### src/rtl/fc_layer_seq.sv
// Sequential fully-connected layer: N_OUT parallel MACs step serially over N_IN inputs,
// then bias, shift, optional ReLU and saturation feed a valid/ready output register.
module fc_layer_seq #(
  parameter int unsigned N_IN     = 4,
  parameter int unsigned N_OUT    = 2,
  parameter int unsigned DATA_W   = 16,
  parameter int unsigned WEIGHT_W = 8,
  parameter int unsigned ACC_W    = 32,
  parameter int unsigned SHIFT    = 0,
  parameter int unsigned RELU_EN  = 0
) (
  input  logic                                    clk,
  input  logic                                    reset,
  input  logic                                    in_valid,
  output logic                                    in_ready,
  input  logic [N_IN*DATA_W-1:0]                  in_vec,
  input  logic                                    wr_en,
  input  logic [$clog2(N_OUT*N_IN+N_OUT)-1:0]     wr_addr,
  input  logic [DATA_W-1:0]                       wr_data,
  output logic                                    wr_err,
  output logic                                    out_valid,
  input  logic                                    out_ready,
  output logic [N_OUT*DATA_W-1:0]                 out_vec,
  output logic                                    busy
);

  localparam int unsigned NumLoc = N_OUT * N_IN + N_OUT;
  localparam int unsigned AddrW  = $clog2(NumLoc);
  localparam int unsigned ProdW  = DATA_W + WEIGHT_W;
  localparam int unsigned IdxW   = (N_IN > 1) ? $clog2(N_IN) : 1;

  localparam logic signed [ACC_W-1:0] SatMax = {{(ACC_W-DATA_W+1){1'b0}}, {(DATA_W-1){1'b1}}};
  localparam logic signed [ACC_W-1:0] SatMin = {{(ACC_W-DATA_W+1){1'b1}}, {(DATA_W-1){1'b0}}};

  localparam logic [1:0] StIdle = 2'd0;
  localparam logic [1:0] StMac  = 2'd1;
  localparam logic [1:0] StFin  = 2'd2;
  localparam logic [1:0] StOut  = 2'd3;

  logic [1:0]                 state_q, state_d;
  logic [N_IN*DATA_W-1:0]     in_q;
  logic [IdxW-1:0]            idx_q;
  logic signed [ACC_W-1:0]    acc_q [N_OUT];
  logic signed [WEIGHT_W-1:0] w_q [N_OUT][N_IN];
  logic signed [DATA_W-1:0]   b_q [N_OUT];
  logic [N_OUT*DATA_W-1:0]    out_q;
  logic                       out_valid_q;
  logic                       wr_err_q;

  // A write landing on the accepting edge is parked here so the vector in flight
  // keeps computing with the old coefficients.
  logic                       pend_q;
  logic [AddrW-1:0]           pend_addr_q;
  logic [DATA_W-1:0]          pend_data_q;

  logic                       accept, in_range, wr_ok;
  logic                       apply_en;
  logic [AddrW-1:0]           apply_addr;
  logic [DATA_W-1:0]          apply_data;

  logic signed [DATA_W-1:0]   x_cur;
  logic signed [ProdW-1:0]    prod  [N_OUT];
  logic signed [ACC_W-1:0]    sum_c [N_OUT];
  logic signed [ACC_W-1:0]    shr_c [N_OUT];
  logic [DATA_W-1:0]          res_c [N_OUT];

  assign accept    = (state_q == StIdle) && in_valid;
  assign in_range  = 32'(wr_addr) < NumLoc;
  assign wr_ok     = wr_en && (state_q == StIdle) && in_range;

  assign in_ready  = (state_q == StIdle);
  assign busy      = (state_q != StIdle);
  assign out_valid = out_valid_q;
  assign out_vec   = out_q;
  assign wr_err    = wr_err_q;

  always_comb begin
    apply_en   = 1'b0;
    apply_addr = wr_addr;
    apply_data = wr_data;
    if (wr_ok && !accept) begin
      apply_en = 1'b1;
    end else if ((state_q == StFin) && pend_q) begin
      apply_en   = 1'b1;
      apply_addr = pend_addr_q;
      apply_data = pend_data_q;
    end
  end

  always_comb begin
    state_d = state_q;
    case (state_q)
      StIdle:  if (accept) state_d = StMac;
      StMac:   if (idx_q == IdxW'(N_IN - 1)) state_d = StFin;
      StFin:   state_d = StOut;
      StOut:   if (out_ready) state_d = StIdle;
      default: state_d = StIdle;
    endcase
  end

  always_comb begin
    x_cur = in_q[int'(idx_q)*DATA_W +: DATA_W];
    for (int o = 0; o < N_OUT; o++) begin
      prod[o]  = $signed({{WEIGHT_W{x_cur[DATA_W-1]}}, x_cur}) *
                 $signed({{DATA_W{w_q[o][idx_q][WEIGHT_W-1]}}, w_q[o][idx_q]});
      sum_c[o] = acc_q[o] + $signed({{(ACC_W-DATA_W){b_q[o][DATA_W-1]}}, b_q[o]});
      shr_c[o] = sum_c[o] >>> SHIFT;
      if ((RELU_EN != 0) && shr_c[o][ACC_W-1]) shr_c[o] = '0;
      if (shr_c[o] > SatMax)      res_c[o] = SatMax[DATA_W-1:0];
      else if (shr_c[o] < SatMin) res_c[o] = SatMin[DATA_W-1:0];
      else                        res_c[o] = shr_c[o][DATA_W-1:0];
    end
  end

  always_ff @(posedge clk or negedge reset) begin
    if (!reset) begin
      state_q     <= StIdle;
      in_q        <= '0;
      idx_q       <= '0;
      out_q       <= '0;
      out_valid_q <= 1'b0;
      wr_err_q    <= 1'b0;
      pend_q      <= 1'b0;
      pend_addr_q <= '0;
      pend_data_q <= '0;
      for (int o = 0; o < N_OUT; o++) acc_q[o] <= '0;
    end else begin
      state_q  <= state_d;
      wr_err_q <= wr_en && !wr_ok;
      if (accept) begin
        in_q  <= in_vec;
        idx_q <= '0;
        for (int o = 0; o < N_OUT; o++) acc_q[o] <= '0;
      end
      if (accept && wr_ok) begin
        pend_q      <= 1'b1;
        pend_addr_q <= wr_addr;
        pend_data_q <= wr_data;
      end
      if (state_q == StMac) begin
        idx_q <= idx_q + IdxW'(1);
        for (int o = 0; o < N_OUT; o++) begin
          acc_q[o] <= acc_q[o] + $signed({{(ACC_W-ProdW){prod[o][ProdW-1]}}, prod[o]});
        end
      end
      if (state_q == StFin) begin
        pend_q      <= 1'b0;
        out_valid_q <= 1'b1;
        for (int o = 0; o < N_OUT; o++) out_q[o*DATA_W +: DATA_W] <= res_c[o];
      end
      if ((state_q == StOut) && out_ready) out_valid_q <= 1'b0;
    end
  end

  always_ff @(posedge clk or negedge reset) begin
    if (!reset) begin
      for (int o = 0; o < N_OUT; o++) begin
        b_q[o] <= '0;
        for (int i = 0; i < N_IN; i++) w_q[o][i] <= '0;
      end
    end else if (apply_en) begin
      for (int o = 0; o < N_OUT; o++) begin
        for (int i = 0; i < N_IN; i++) begin
          if (apply_addr == AddrW'(o * N_IN + i)) w_q[o][i] <= apply_data[WEIGHT_W-1:0];
        end
        if (apply_addr == AddrW'(N_OUT * N_IN + o)) b_q[o] <= apply_data;
      end
    end
  end

endmodule

### config.mk
export PLATFORM = sky130hd
export DESIGN_NAME = fc_layer_seq
export DESIGN_NICKNAME = d
export VERILOG_FILES = /design/src/rtl/fc_layer_seq.sv
export SDC_FILE = /design/constraint.sdc
export NUM_CORES = 1
export LEC_CHECK = 0
export CAP_MARGIN = 5
export CORE_MARGIN = 4
export CORE_UTILIZATION = 58
export CTS_BUF_LIST = sky130_fd_sc_hd__clkbuf_8
export DETAILED_ROUTE_END_ITERATION = 16
export PLACE_DENSITY = 0.79
export SLEW_MARGIN = 20
export SYNTH_ARGS = -nofsm -noshare
export SYNTH_HDL_FRONTEND = slang
export SYNTH_SLANG_ARGS = --single-unit
### constraint.sdc
create_clock -name clk -period 7.3 [get_ports clk]
set_input_delay 1.46 -clock clk [delete_from_list [all_inputs] [get_ports clk]]
set_output_delay 1.46 -clock clk [all_outputs]
set_load 0.05 [all_outputs]
==> results_dict.tcl, run 1 <==
set metrics [dict create \
    insertedDiodeCount 0 \
    cts_buffers 51 \
    setup.worst_path.start_class "flip-flop" \
    start_util_pct 58.6 \
    grt.total_usage_pct 29.5 \
    slew_headroom_pct 27.8 \
    drtIter0Drc 1544 \
    clkSinkCount 283 \
    required_ns 7.82 \
    route.vias.total 22100 \
    antenna_found_initial 0 \
    syn_to_final_growth_pct 12.0 \
    ys_seq_elements 283 \
    path_max_fanout 36 \
    slew_violations 0 \
    die_w_um 228 \
    root_buffer "clkbuf_8" \
    stdcell_area_um2 31300 \
    avgSynthCellArea_um2 9.54 \
    place_area_um2 30200 \
    synth_area_leaders "dfrtp_1 (25%), fa_1 (23%), ha_1 (9.3%), nand2_1 (4.6%), mux2_2 (4.5%)" \
    first_pass_iters 6 \
    ios 125 \
    yosysSeqAreaShare_pct 25.3 \
    ys_async_sr_fraction_pct 100 \
    dieHeight_um 228 \
    dp_hpwl_um 59400 \
    fill_cells 3839 \
    multi_input_area_um2 19500 \
    max_slew.worst_pin.slew_ns 1.08 \
    grt-ovfl-total 0 \
    crit_path_end_kind "flip-flop" \
    fmax_mhz 142 \
    period_needed_ns 7.07 \
    viasPerCell 5.92 \
    yosysWarningCount 0 \
    hold_violations 0 \
    layout.area.seq_um2 7080 \
    synth_top_area_share_pct 25.3 \
    r2r-start "idx_q[1]" \
    core_area_um2 47700 \
    max_cap_violations 0 \
    setup_tns_ns 0 \
    synth_edf_count 0 \
    hold_buffers 0 \
    clock_latency_ns 0.64 \
    grt_pass1_wl_um 121000 \
    synthMostInstantiatedCell "nand2_1" \
    grt_pass1_vias 23100 \
    crit_start "idx_q[1]" \
    netlist_area_um2 28000 \
    wirelength_um 75800 \
    fin_skew_ns 0.0305 \
    hold_start "w_q[13]" \
    clockBufferDepth 3 \
    cts_tree "yes" \
    status "finished clean" \
    routabilityCongestion 0.915 \
    yosysUniqueCellTypes 86 \
    synth_flop_cell "dfrtp_1" \
    ant_nets 0 \
    drive_above_1_share_pct 11.0 \
    dieArea_um2 51800 \
    yosys-top-cells-count "nand2_1 (343), fa_1 (322), nor2_1 (292), dfrtp_1 (283), inv_1 (276)" \
    min_path_type "reg -> reg" \
    fin_util_pct 65.6 \
    dp.cells 3632 \
    syn_nets 3549 \
    drc 0 \
    io_buffers 124 \
    finalSetupViolations 0 \
    crit_type "reg -> reg" \
    nets 3689 \
    fin_crit_sh_pct 96.8 \
    rows 80 \
    synth_top_area_cell "dfrtp_1" \
    postSynthCellCount 2931 \
    wl_per_cell_um 20.3 \
    stdcell_count 3728 \
    grt_max_degree 177 \
    cts_max_level 2 \
    arrival_ns 7.59 \
    cts.clk_slew.worst_paths_ns 0.07 \
]
[state kept, by name (all words and copies together), names as in the netlist, 2 cells and up]
signal	flops
w_q	64
pend_data_q	16
pend_addr_q	4
idx_q	2
in_q	64
b_q	32
acc_q	64
state_q	2
out_vec	32
[final timing paths]
path,to,slack (ns),cells past startpoint
worst max-delay path,acc_q[63],0.23,22
worst min-delay path,w_q[13],0.48,2
worst max register to register,acc_q[63],0.23,22
worst min register to register,w_q[13],0.48,2
max in group asynchronous,out_vec[25],4.94,2
min in group asynchronous,in_q[11],0.86,1
[cell usage in the layout, fill, tap and decap left out, types with 28 or more instances in the layout]
cell / Yosys / routed
nand2_1: 343 / 342
fa_1: 322 / 322
nor2_1: 292 / 291
inv_1: 276 / 287
dfrtp_1: 283 / 281
ha_1: 207 / 205
a21oi_1: 170 / 168
o21ai_0: 159 / 156
clkdlybuf4s50_1: 0 / 123
mux2_2: 111 / 111
buf_4: 1 / 69
clkbuf_8: 0 / 65
a21o_1: 60 / 60
xnor2_1: 61 / 60
mux2i_1: 52 / 49
nor3_1: 36 / 36
o21a_1: 35 / 35
xor2_1: 35 / 35
nand3_1: 28 / 28
[stage by stage]
step | setup slack [ns] | hold slack, ns
after floorplan | 0.139 | 0.444
after global placement | 0.168 | 0.457
after detailed placement | 0.0200 | 0.467
after CTS | 0.0783 | 0.480
after global routing | -0.0228 | 0.496
final | 0.234 | 0.480
[routing by layer]
metal	vias to the layer above	global-route usage (%)	share of wire, %	wire, µm
met1	11100	36.2	39	29400
met4	0	12.6	4.8	3610
met5	-	0	0	0
li1	10200	-	-	-
met3	181	5.07	5.4	4090
met2	624	51.7	51	38600
[critical path, cell delays in order (launching register included)]
cell and delay (ns):
dfrtp_2 0.48, buf_12 0.26, mux2_2 0.38, o21a_1 0.36, nand2_1 0.17, fa_1 0.45
fa_1 0.55, inv_1 0.05, fa_1 0.54, fa_1 0.46, fa_1 0.48, ha_1 0.34
a21o_1 0.19, nand2_1 0.06, nor4b_2 0.27, o41ai_2 0.12, a41oi_1 0.32, o21ai_1 0.19
a21oi_2 0.28, a211oi_1 0.14, o31a_1 0.27, or3_1 0.30, a32o_1 0.25
[cell families (layout without fill, tap and decap cells)]
logic type / Yosys count / after routing / share of synthesized area, %
buffers and inverters: 386 / 568 / 5.34
muxes: 169 / 169 / 6.81
and+or+nand+nor: 854 / 854 / 13.4
AOI/OAI and AO/OA: 614 / 614 / 13.8
adders and majority gates: 529 / 529 / 32.3
xor gates and xnor gates: 96 / 96 / 3.01
DFF: 283 / 283 / 25.3
[area by class of cell]
class / count / share of cell area [%]
multi-input combinational: 2262 / 62.3
tap: 615 / 2.46
inverter: 276 / 3.31
clock inverter: 30 / 0.567
timing repair buffer: 197 / 5.89
sequential: 283 / 22.6
clock buffer: 65 / 2.86
[timing repair]
action | in CTS | in global routing
endpoints found under the setup margin | 1 | 9
setup buffers | 0 | 1
gates resized for setup | 1 | 15
pin swaps | 0 | 2
cloned | 0 | 0
Power of run 1 is not shown: default switching activity piles up to over one toggle a cycle in this logic, so the estimate is an artifact.
==> run 2, diff against run 1 <==
--- a/config.mk
+++ b/config.mk
@@ -5,12 +5,15 @@
 export SDC_FILE = /design/constraint.sdc
 export NUM_CORES = 1
 export LEC_CHECK = 0
-export CAP_MARGIN = 5
+export CAP_MARGIN = 25
+export CELL_PAD_IN_SITES_DETAIL_PLACEMENT = 1
+export CELL_PAD_IN_SITES_GLOBAL_PLACEMENT = 1
+export CORE_ASPECT_RATIO = 1.5
 export CORE_MARGIN = 4
-export CORE_UTILIZATION = 58
+export CORE_UTILIZATION = 45
 export CTS_BUF_LIST = sky130_fd_sc_hd__clkbuf_8
 export DETAILED_ROUTE_END_ITERATION = 16
-export PLACE_DENSITY = 0.79
+export PLACE_DENSITY = 0.78
 export SLEW_MARGIN = 20
 export SYNTH_ARGS = -nofsm -noshare
 export SYNTH_HDL_FRONTEND = slang
==> run 2 against run 1 <==
Wire length is 22% higher. Highest routed layer unchanged. Largest cell class unchanged. Flip-flop and latch count stayed put. Via count is 3.1% higher. Register-to-register slack better by 0.02 ns. Critical endpoint is now acc_q[31].
==> results_dict.tcl, run 2 (synthesis results as in run 1) <==
set metrics [dict create \
    rrSetupSlack_ns 0.26 \
    wl_per_cell_um 23.3 \
    max_slew.worst_pin.slew_ns 1.21 \
    ant_nets 0 \
    final_common_cell "nand2_1" \
    grt-ovfl-total 0 \
    grtUsageMet3_pct 3.36 \
    slew_headroom_pct 19.3 \
    hold_depth 2 \
    syn_to_final_growth_pct 15.2 \
    grt_max_degree 158 \
    io_buffers 124 \
    hold_violations 0 \
    route.vias.total 22800 \
    clkSinkCount 283 \
    max_stage_delay_ns 0.54 \
    hold_buffers 0 \
    period_needed_ns 7.04 \
    dieHeight_um 313 \
    cp_num_buf_inv 5 \
    reg2reg_to "acc_q[31]" \
    grt_pass1_vias 25700 \
    die_w_um 212 \
    fin_crit_sh_pct 96.5 \
    r2r-start "idx_q[1]" \
    core_area_um2 61400 \
    fmax_mhz 142 \
    max_cap_violations 0 \
    status "finished clean" \
    required_ns 7.87 \
    drc 0 \
    dp_slack_ns 0.0618 \
    top_usage_layer "met2" \
    wirelength_um 92300 \
    dp_hpwl_um 72900 \
    final_cell_mix "nand2_1 (341), fa_1 (322), nor2_1 (289), inv_1 (284), dfrtp_1 (281)" \
    min_path_type "reg -> reg" \
    drtIter0Drc 1204 \
    setup.worst_path.start_class "flip-flop" \
    nets 3739 \
    whs_endpoint "w_q[3]" \
    slew_violations 0 \
    globalRouteMet2Util_pct 49.3 \
    slowest_stage "fa_1" \
    first_pass_iters 7 \
    routabilityCongestion 0.936 \
    grt.total_usage_pct 27.2 \
    hold_start "w_q[3]" \
    cpLargestDelayFamily "adder cells" \
    cts_max_level 2 \
    cts_tree "yes" \
    fin_skew_ns 0.0424 \
    drive_above_1_share_pct 12.8 \
    root_buffer "clkbuf_8" \
    arrival_ns 7.61 \
    clock_latency_ns 0.68 \
    reg.largest.list "acc_q: 64 flops, in_q: 64 flops, w_q: 64 flops" \
    fill_cells 6938 \
    cts.clk_slew.worst_paths_ns 0.07 \
    r2r_cells 24 \
    antenna_found_initial 3 \
    finalSetupViolations 0 \
    crit_path_end_kind "flip-flop" \
    cp_cell_sequence "buf_4, buf_12, mux2_2, o21ai_1, buf_4, buf_4, nor2_1, fa_1, fa_1, fa_1, fa_1, ha_1, ha_1, nand3_1, nor4b_1, or2_2, o221ai_1, o21ai_1, a21oi_2, o211ai_1, a2111oi_1, buf_4, or4_1, nand3_1" \
    grt_pass1_wl_um 143000 \
    crit_type "reg -> reg" \
    cts_buffers 49 \
    worst_slack_ns 0.257 \
    grt_use_met1_pct 31.1 \
    viasPerCell 5.76 \
    dieArea_um2 66300 \
    ios 125 \
    rows 111 \
    clockBufferDepth 3 \
    start_util_pct 45.6 \
    path_max_fanout 15 \
]
==> run 2: cell types whose count changed in the layout (fill, tap and decap cells not counted), sizes merged, moves of 3 or more <==
cell	change
clkinv	-3
clkbuf	+7
bufinv	+3
clkinvlp	-5
buf	+46
==> run 2: layer usage <==
metal	routed length, µm	part of all wire (%)
met5	0	0
met4	6350	6.9
met3	4060	4.4
met2	47800	52
met1	34100	37
==> run 2: worst max-delay path by stage <==
stage          cells after the start  startpoint        end
2_1_floorplan                     26    idx_q[1]  acc_q[63]
3_3_place_gp                      27    idx_q[0]  acc_q[30]
3_5_place_dp                      23    idx_q[0]  acc_q[63]
4_1_cts                           27    idx_q[1]  acc_q[30]
5_1_grt                           24    idx_q[1]  acc_q[31]
6_report                          24    idx_q[1]  acc_q[31]
==> run 2: area by class of cell <==
| cell class | instances | area (µm²) | share of cell area [%] |
|---|---|---|---|
| multi-input cells | 2263 | 19600 | 60.8 |
| flip-flops and latches | 283 | 7090 | 22.0 |
| repair buffers | 248 | 2340 | 7.27 |
| inverters | 276 | 1040 | 3.22 |
| well taps | 791 | 990 | 3.07 |
| clock buffers | 68 | 936 | 2.90 |
| clock inverters | 23 | 234 | 0.726 |
| diodes | 2 | 5.00 | 0.0155 |
==> run 2: stage by stage <==
| stage | setup TNS [ns] | util (%) | cell area, µm² | cells | hold slack, ns |
|---|---|---|---|---|---|
| 5_1_grt | -0.153 | 52.5 | 32200 | 3953 | 0.520 |
| 2_1_floorplan | 0 | - | 28000 | 2931 | 0.444 |
| 3_3_place_gp | 0 | 49.8 | 30500 | 3829 | 0.457 |
| 4_1_cts | 0 | 51.8 | 31800 | 3926 | 0.490 |
| 3_5_place_dp | 0 | 49.9 | 30600 | 3835 | 0.473 |
| 6_report | 0 | 52.5 | 32200 | 3954 | 0.483 |
==> run 2: repair_timing <==
action	CTS	global route
gates resized for setup	2	35
pin swaps	0	4
buffers inserted	0	19
endpoints found under the setup margin	1	12
cloned	0	5
==> run 2: tightest hold or removal path, stage by stage, from the launching register on <==
cell and delay [ns]:
dfrtp_1 0.34, nand2_1 0.05, o21ai_0 0.06
Power of run 2 is left out for the same reason.
==> run 3, diff against run 2 <==
--- a/config.mk
+++ b/config.mk
@@ -14,6 +14,7 @@
 export CTS_BUF_LIST = sky130_fd_sc_hd__clkbuf_8
 export DETAILED_ROUTE_END_ITERATION = 16
 export PLACE_DENSITY = 0.78
+export RECOVER_POWER = 25
 export SLEW_MARGIN = 20
 export SYNTH_ARGS = -nofsm -noshare
 export SYNTH_HDL_FRONTEND = slang
==> run 3 against run 2 <==
The run now ends with capacitance limit, slew limit left. Utilization down 0.055 points. Global-route usage did not move. Flip-flop and latch count unchanged. First-iteration DRC count down 3.4%.
==> results_dict.tcl, run 3 (synthesis results as in run 1) <==
set metrics [dict create \
    ios 125 \
    root_buffer "clkbuf_8" \
    r2r-start "idx_q[1]" \
    grt_pass1_vias 25700 \
    viasPerCell 5.77 \
    clkSinkCount 283 \
    cts_tree "yes" \
    status "finished, violations left" \
    grt.total_usage_pct 27.2 \
    drc 0 \
    cts_buffers 49 \
    routabilityCongestion 0.936 \
    die_w_um 212 \
    crit_start "idx_q[1]" \
    hold_start "w_q[3]" \
    grt_pass1_wl_um 143000 \
    wl_per_cell_um 23.3 \
    path_max_fanout 15 \
    hold_buffers 0 \
    antenna_found_initial 3 \
    max_cap_violations 4 \
    finalSetupViolations 0 \
    period_needed_ns 7.04 \
    slew_headroom_pct -96.4 \
    clockBufferDepth 3 \
    grt_max_degree 158 \
    slew_violations 324 \
    rows 111 \
    hold_violations 0 \
    io_buffers 124 \
    first_pass_iters 5 \
    setup.worst_path.start_class "flip-flop" \
    ant_nets 0 \
    violations "capacitance limit, slew limit" \
    grt-ovfl-total 0 \
    clock_latency_ns 0.68 \
    cts.clk_slew.worst_paths_ns 0.07 \
    whs_ns 0.483 \
    drive_above_1_share_pct 12.7 \
    final_cell_mix "nand2_1 (341), fa_1 (322), nor2_1 (289), inv_1 (284), dfrtp_1 (281)" \
    syn_to_final_growth_pct 15.1 \
    fin_skew_ns 0.0407 \
    final_common_cell "nand2_1" \
    max_slew.worst_pin.slew_ns 2.95 \
    wirelength_um 92300 \
    nets 3739 \
    drtIter0Drc 1163 \
    dieHeight_um 313 \
    reg.largest.list "acc_q: 64 flops, in_q: 64 flops, w_q: 64 flops" \
    crit_type "reg -> reg" \
    min_path_type "reg -> reg" \
    cts_max_level 2 \
    start_util_pct 45.6 \
    fmax_mhz 142 \
    crit_path_end_kind "flip-flop" \
    dp_hpwl_um 72900 \
    arrival_ns 7.62 \
    fin_crit_sh_pct 96.5 \
    core_area_um2 61400 \
    required_ns 7.87 \
    route.vias.total 22800 \
    dieArea_um2 66300 \
]
## run 3: cell count changes in the layout (fill, tap and decap cells not counted)
cell / delta
buf_6: -1
dlygate4sd3_1: +1
clkdlybuf4s50_1: -1
buf_12: -1
clkbuf_1: +2
buf_8: -1
buf_4: -1
clkbuf_4: +1
clkbuf_2: +1
## run 3: layout make-up
type | count | area, µm²
diodes | 2 | 5.00
clock buffers | 68 | 936
clock inverters | 23 | 234
fillers | 6945 | 29200
inverters | 276 | 1040
multi-input cells | 2263 | 19600
flip-flops and latches | 283 | 7090
well taps | 791 | 990
repair buffers | 248 | 2310
## run 3: metrics by stage
| stage | setup WS (ns) | utilization (%) | TNS [ns] | area [µm²] | instances |
|---|---|---|---|---|---|
| final | 0.257 | 52.4 | 0 | 32200 | 3954 |
| after global routing | -0.0975 | 52.4 | -0.153 | 32200 | 3953 |
| after CTS | 0.00982 | 51.8 | 0 | 31800 | 3926 |
| after detailed placement | 0.0618 | 49.9 | 0 | 30600 | 3835 |
| after global placement | 0.186 | 49.8 | 0 | 30500 | 3829 |
| after floorplan | 0.139 | - | 0 | 28000 | 2931 |
## run 3: worst paths after layout
check,end,slack [ns],cells after the start
max,acc_q[31],0.26,24
min,w_q[3],0.48,2
max reg2reg,acc_q[31],0.26,24
min reg2reg,w_q[3],0.48,2
max in group asynchronous,w_q[60],1.74,2
min in group asynchronous,acc_q[29],1.76,1
## run 3: what timing repair did
action                                  CTS  global route
cloned                                    0             5
endpoints found under the setup margin    1            12
gates resized for setup                   2            35
buffers inserted                          0            19
pin swaps                                 0             4
## run 3: worst max-delay path: stages (launching register included)
cell       delay (ns)
dfrtp_2          0.43
buf_4            0.15
buf_12           0.13
mux2_2           0.34
o21ai_1          0.20
buf_4            0.19
buf_4            0.24
nor2_1           0.08
fa_1             0.47
fa_1             0.54
fa_1             0.54
fa_1             0.50
ha_1             0.32
ha_1             0.32
nand3_1          0.15
nor4b_1          0.32
or2_2            0.19
o221ai_1         0.17
o21ai_1          0.33
a21oi_2          0.12
o211ai_1         0.26
a2111oi_1        0.13
buf_4            0.16
or4_1            0.50
nand3_1          0.11
## run 3: routing by layer
metal | vias up | share of wire [%] | global-route usage [%] | wire (µm)
met5 | - | 0 | 0 | 0
met2 | 580 | 52 | 49.3 | 48000
met4 | 0 | 6.8 | 14.4 | 6230
li1 | 10300 | - | - | -
met1 | 11700 | 37 | 31.1 | 34100
met3 | 234 | 4.2 | 3.36 | 3890
Power of run 3 is left out for the same reason.
==> patch 1, RTL diff (settings of run 1) <==
Change the parameter `WEIGHT_W` from 8 to 12.
--- a/src/rtl/fc_layer_seq.sv
+++ b/src/rtl/fc_layer_seq.sv
@@ -4,7 +4,7 @@
   parameter int unsigned N_IN     = 4,
   parameter int unsigned N_OUT    = 2,
   parameter int unsigned DATA_W   = 16,
-  parameter int unsigned WEIGHT_W = 8,
+  parameter int unsigned WEIGHT_W = 12,
   parameter int unsigned ACC_W    = 32,
   parameter int unsigned SHIFT    = 0,
   parameter int unsigned RELU_EN  = 0
Function: changed (Yosys sat finds a counterexample within 10 cycles, from zero or initial values and one cycle with reset low).
==> patch 1 against run 1 <==
  * Synthesized cell count is 19% higher
  * Setup slack worse by 0.14 ns
  * Sequential cell count increased by 32
  * Wire length increased by 19%
  * Area after synthesis up 19%
  * Count of clock-buffer cells in the layout fell by 1
  * Cell area rose by 20%
  * Via count increased by 18%
Power is left out: the tool's default activity adds up to more than one toggle a clock period on the data nets, which glitch-free logic cannot reach.
==> patch 1: results (changes against run 1) <==
Placed Cells - 4338 (was 3632)
Non-CTS inverters - 426 (was 276)
Hold_sp - w_q[21] (was w_q[13])
Max frequency - 138.7 MHz (was 141.5 MHz)
Critical Path End - acc_q[30] (was acc_q[63])
Compound-Gate Fraction of Synth Area - 12.26% (was 13.76%)
Mean post-synth cell area - 9.545 sq um (was 9.541 sq um)
Grt met2 use - 49.59% (was 51.71%)
Placer Congestion - 0.9941 (was 0.9147)
Area Growth Syn to Fin - 12.56% (was 11.97%)
Initial DRC count - 1961 (was 1544)
# diodes - 5 (was 0)
Vias per inst - 5.834 (was 5.922)
Fraction of area in multi-input gates - 62.60% (was 62.30%)
Initial antenna violation count - 5 (was 0)
Final sequential cell count - 315 (was 283)
Largest net degree at the start of global routing - 152 (was 177)
Layout clock area frac - 2.926% (was 3.424%)
Critical path fanouts, max - 14 (was 36)
Wirelength, routed - 90200 um (was 75750 um)
Vias in the first global route - 26880 (was 23080)
Largest cells by area after synthesis - fa_1 27%, dfrtp_1 24%, ha_1 8.8% (was dfrtp_1 25%, fa_1 23%, ha_1 9.3%)
All-Layer GR Usage - 29.83% (was 29.53%)
Distinct cells, synth - 91 (was 86)
XOR/XNOR share of the synthesized area - 2.654% (was 3.007%)
Multi-In Gates - 2609 (was 2262)
Via Count - 26080 (was 22080)
Fill count - 4483 (was 3839)
Skew-Pair Late Insertion Delay - 0.70 ns (was 0.64 ns)
Top Registers - w_q: 96 flops, acc_q: 64 flops, in_q: 64 flops (was acc_q: 64 flops, in_q: 64 flops, w_q: 64 flops)
Global routing usage on met1 - 37.50% (was 36.21%)
Hold Slack - 0.4844 ns (was 0.4799 ns)
Post-Synth Adder-Cell Area - 35.71% (was 32.31%)
Reg2Reg Depth - 24 (was 22)
Clk_skew - 0.06509 ns (was 0.03051 ns)
Drt pass-1 iters - 8 (was 6)
First-pass GRT wire length - 143100 um (was 120700 um)
Grt met3 use - 5.283% (was 5.068%)
DP Wirelength - 69420 um (was 59380 um)
FF/Latch Area - 0.007888 sq mm (was 0.007084 sq mm)
Bufs w/o clock - 262 (was 197)
Signal buffers share of area - 6.583% (was 5.890%)
Status - finished, final reports clean (unchanged)
Post-cts gate resize count - 2 (was 1)
Pre-CTS WS - -0.06303 ns (was 0.01999 ns)
Mux cell area share after synthesis - 6.180% (was 6.814%)
Placed cell areas - 0.03591 sq mm (was 0.03015 sq mm)
Post-synth top cells - 462 x nand2_1, 448 x fa_1, 425 x inv_1 (was 343 x nand2_1, 322 x fa_1, 292 x nor2_1)
Nets@finish - 4440 (was 3689)
Rel. slew slack - 22.60% (was 27.76%)
Total CTS buffers - 56 (was 51)
Clk_buf instances - 64 (was 65)
==> patch 1: critical path: stages, from the launching register on <==
cell	delay, ns
dfrtp_2	0.41
buf_4	0.15
buf_12	0.12
clkbuf_16	0.17
mux4_2	0.32
inv_1	0.07
or2_2	0.31
fa_1	0.49
fa_1	0.52
inv_1	0.05
fa_1	0.50
fa_1	0.45
fa_1	0.54
fa_1	0.59
ha_4	0.23
a21o_1	0.15
a21o_1	0.18
a21oi_2	0.17
nand3b_1	0.12
o211ai_1	0.39
a31oi_2	0.19
or4_1	0.43
a31oi_1	0.24
xor2_1	0.16
o21ai_0	0.09
==> patch 1: cell families after synthesis <==
family          count (synthesis)
xor+xnor                       97
simple gates                 1003
buf+inv                       563
mux                           173
fa+ha+maj                     681
compound gates                655
flops                         315
==> patch 1: layer usage <==
| metal | part of all wire (%) | vias up |
|---|---|---|
| li1 | - | 11870 |
| met1 | 38 | 12990 |
| met2 | 49 | 950 |
| met3 | 7.2 | 269 |
| met4 | 6.0 | 0 |
| met5 | 0 | - |
==> patch 2, RTL diff (config.mk and constraints of run 1) <==
Without the edit above. Make the reset (`reset`) synchronous in 2 clocked blocks.
--- a/src/rtl/fc_layer_seq.sv
+++ b/src/rtl/fc_layer_seq.sv
@@ -112,7 +112,7 @@
     end
   end
 
-  always_ff @(posedge clk or negedge reset) begin
+  always_ff @(posedge clk) begin
     if (!reset) begin
       state_q     <= StIdle;
       in_q        <= '0;
@@ -152,7 +152,7 @@
     end
   end
 
-  always_ff @(posedge clk or negedge reset) begin
+  always_ff @(posedge clk) begin
     if (!reset) begin
       for (int o = 0; o < N_OUT; o++) begin
         b_q[o] <= '0;
Function: differs if reset is asserted again (counterexample within 4 cycles, from zero or initial values and one cycle with reset low); with reset held inactive, the same outputs for 4 cycles.
==> patch 2 against run 1 <==
  * Setup slack better by 0.026 ns
  * Wire length down 5.4%
  * Clock skew up 0.0029 ns
  * Area after synthesis shrank 1.9%
  * Via count fell by 1.3%
  * Synthesized cell count down 1.1%
  * Cell area shrank 3.2%
  * Critical path depth decreased by 1
  * Sequential cell count is the same
  * Critical path type unchanged
Power is not shown: default switching activity piles up to over one toggle a cycle in this logic, so the estimate is an artifact.
==> patch 2: results (changes against run 1) <==
Fill count - 3717 (was 3839)
Post-synth top cells - 347 x nand2_1, 345 x nor2_1, 322 x fa_1 (was 343 x nand2_1, 322 x fa_1, 292 x nor2_1)
Status - finished, final reports clean (unchanged)
DP Wirelength - 56910 um (was 59380 um)
All-Layer GR Usage - 28.47% (was 29.53%)
Placer Congestion - 0.9439 (was 0.9147)
Number of synthesized flops with an enable pin - 160 (was 0)
Met1 wire length - 30190 um (was 29410 um)
Vias in the first global route - 22070 (was 23080)
Nets@finish - 3626 (was 3689)
Worst EP arrival - 7.48 ns (was 7.59 ns)
Vias per inst - 5.970 (was 5.922)
WL met2 - 33400 um (was 38640 um)
Distinct cells, synth - 88 (was 86)
Skew-Pair Late Insertion Delay - 0.62 ns (was 0.64 ns)
Critical path fanouts, max - 32 (was 36)
Async set or reset register ratio after synthesis - 0% (was 100.0%)
Clk_skew - 0.03342 ns (was 0.03051 ns)
Rel. slew slack - 28.85% (was 27.76%)
Global routing usage on met1 - 38.64% (was 36.21%)
Slowest stage delay, CP - 0.57 ns (was 0.55 ns)
Initial DRC count - 1959 (was 1544)
Grt met3 use - 6.305% (was 5.068%)
Most used DFF post-synth - edfxtp_1 (was dfrtp_1)
Sequential fraction of the synthesis area - 26.50% (was 25.32%)
Largest cells by area after synthesis - fa_1 24%, edfxtp_1 18%, ha_1 9.4% (was dfrtp_1 25%, fa_1 23%, ha_1 9.3%)
Initial antenna violation count - 2 (was 0)
Total CTS buffers - 48 (was 51)
First-pass GRT wire length - 115800 um (was 120700 um)
Mapped Nets - 3516 (was 3549)
==> patch 2: cell count changes after synthesis, moves of 23 or more <==
| cell | run 1 | this run |
|---|---|---|
| dfrtp_1 | 283 | 0 |
| dfxtp_1 | 0 | 123 |
| o21ai_0 | 159 | 94 |
| edfxtp_1 | 0 | 160 |
| nand2b_1 | 21 | 44 |
| nor2_1 | 292 | 345 |
| a21oi_1 | 170 | 197 |
| mux2_2 | 111 | 28 |
==> patch 2: cells by family (layout without fill, tap and decap cells) <==
logic type,count (synthesis),in the layout,share of synthesized area (%)
simple gates,959,959,15.61
fa+ha+maj,529,529,32.95
buf+inv,379,525,5.320
mux,78,78,3.203
compound gates,579,579,13.51
flops,283,283,26.50
xor+xnor,91,91,2.906
==> patch 2: area by class of cell <==
class	instances	area, sq um	share of cell area (%)
Multi-Input combinational cell	2236	18750	61.87
Sequential cell	283	7269	23.99
Timing Repair Buffer	170	1607	5.302
Inverter	269	1010	3.333
Tap cell	607	759.5	2.507
Clock buffer	51	701.9	2.317
Clock inverter	35	205.2	0.6773
==> patch 2: through the flow <==
stage	hold WS [ns]	utilization [%]	cells	area, sq um	setup slack (ns)
2_1_floorplan	0.4329	-	2898	27420	0.3920
3_3_place_gp	0.4426	62.94	3565	29370	0.4841
3_5_place_dp	0.4435	62.94	3565	29370	0.3503
4_1_cts	0.4555	64.89	3651	30270	0.3099
5_1_grt	0.4695	64.94	3651	30300	0.004889
6_report	0.4548	64.94	3651	30300	0.2593
==> patch 2: path summary, 6_finish.rpt <==
check	cells past startpoint	to	startpoint
setup / recovery	21	acc_q[0][31]	idx_q[0]
hold / removal	2	in_q[28]	in_q[28]
setup reg to reg	21	acc_q[0][31]	idx_q[0]
hold reg to reg	2	in_q[28]	in_q[28]
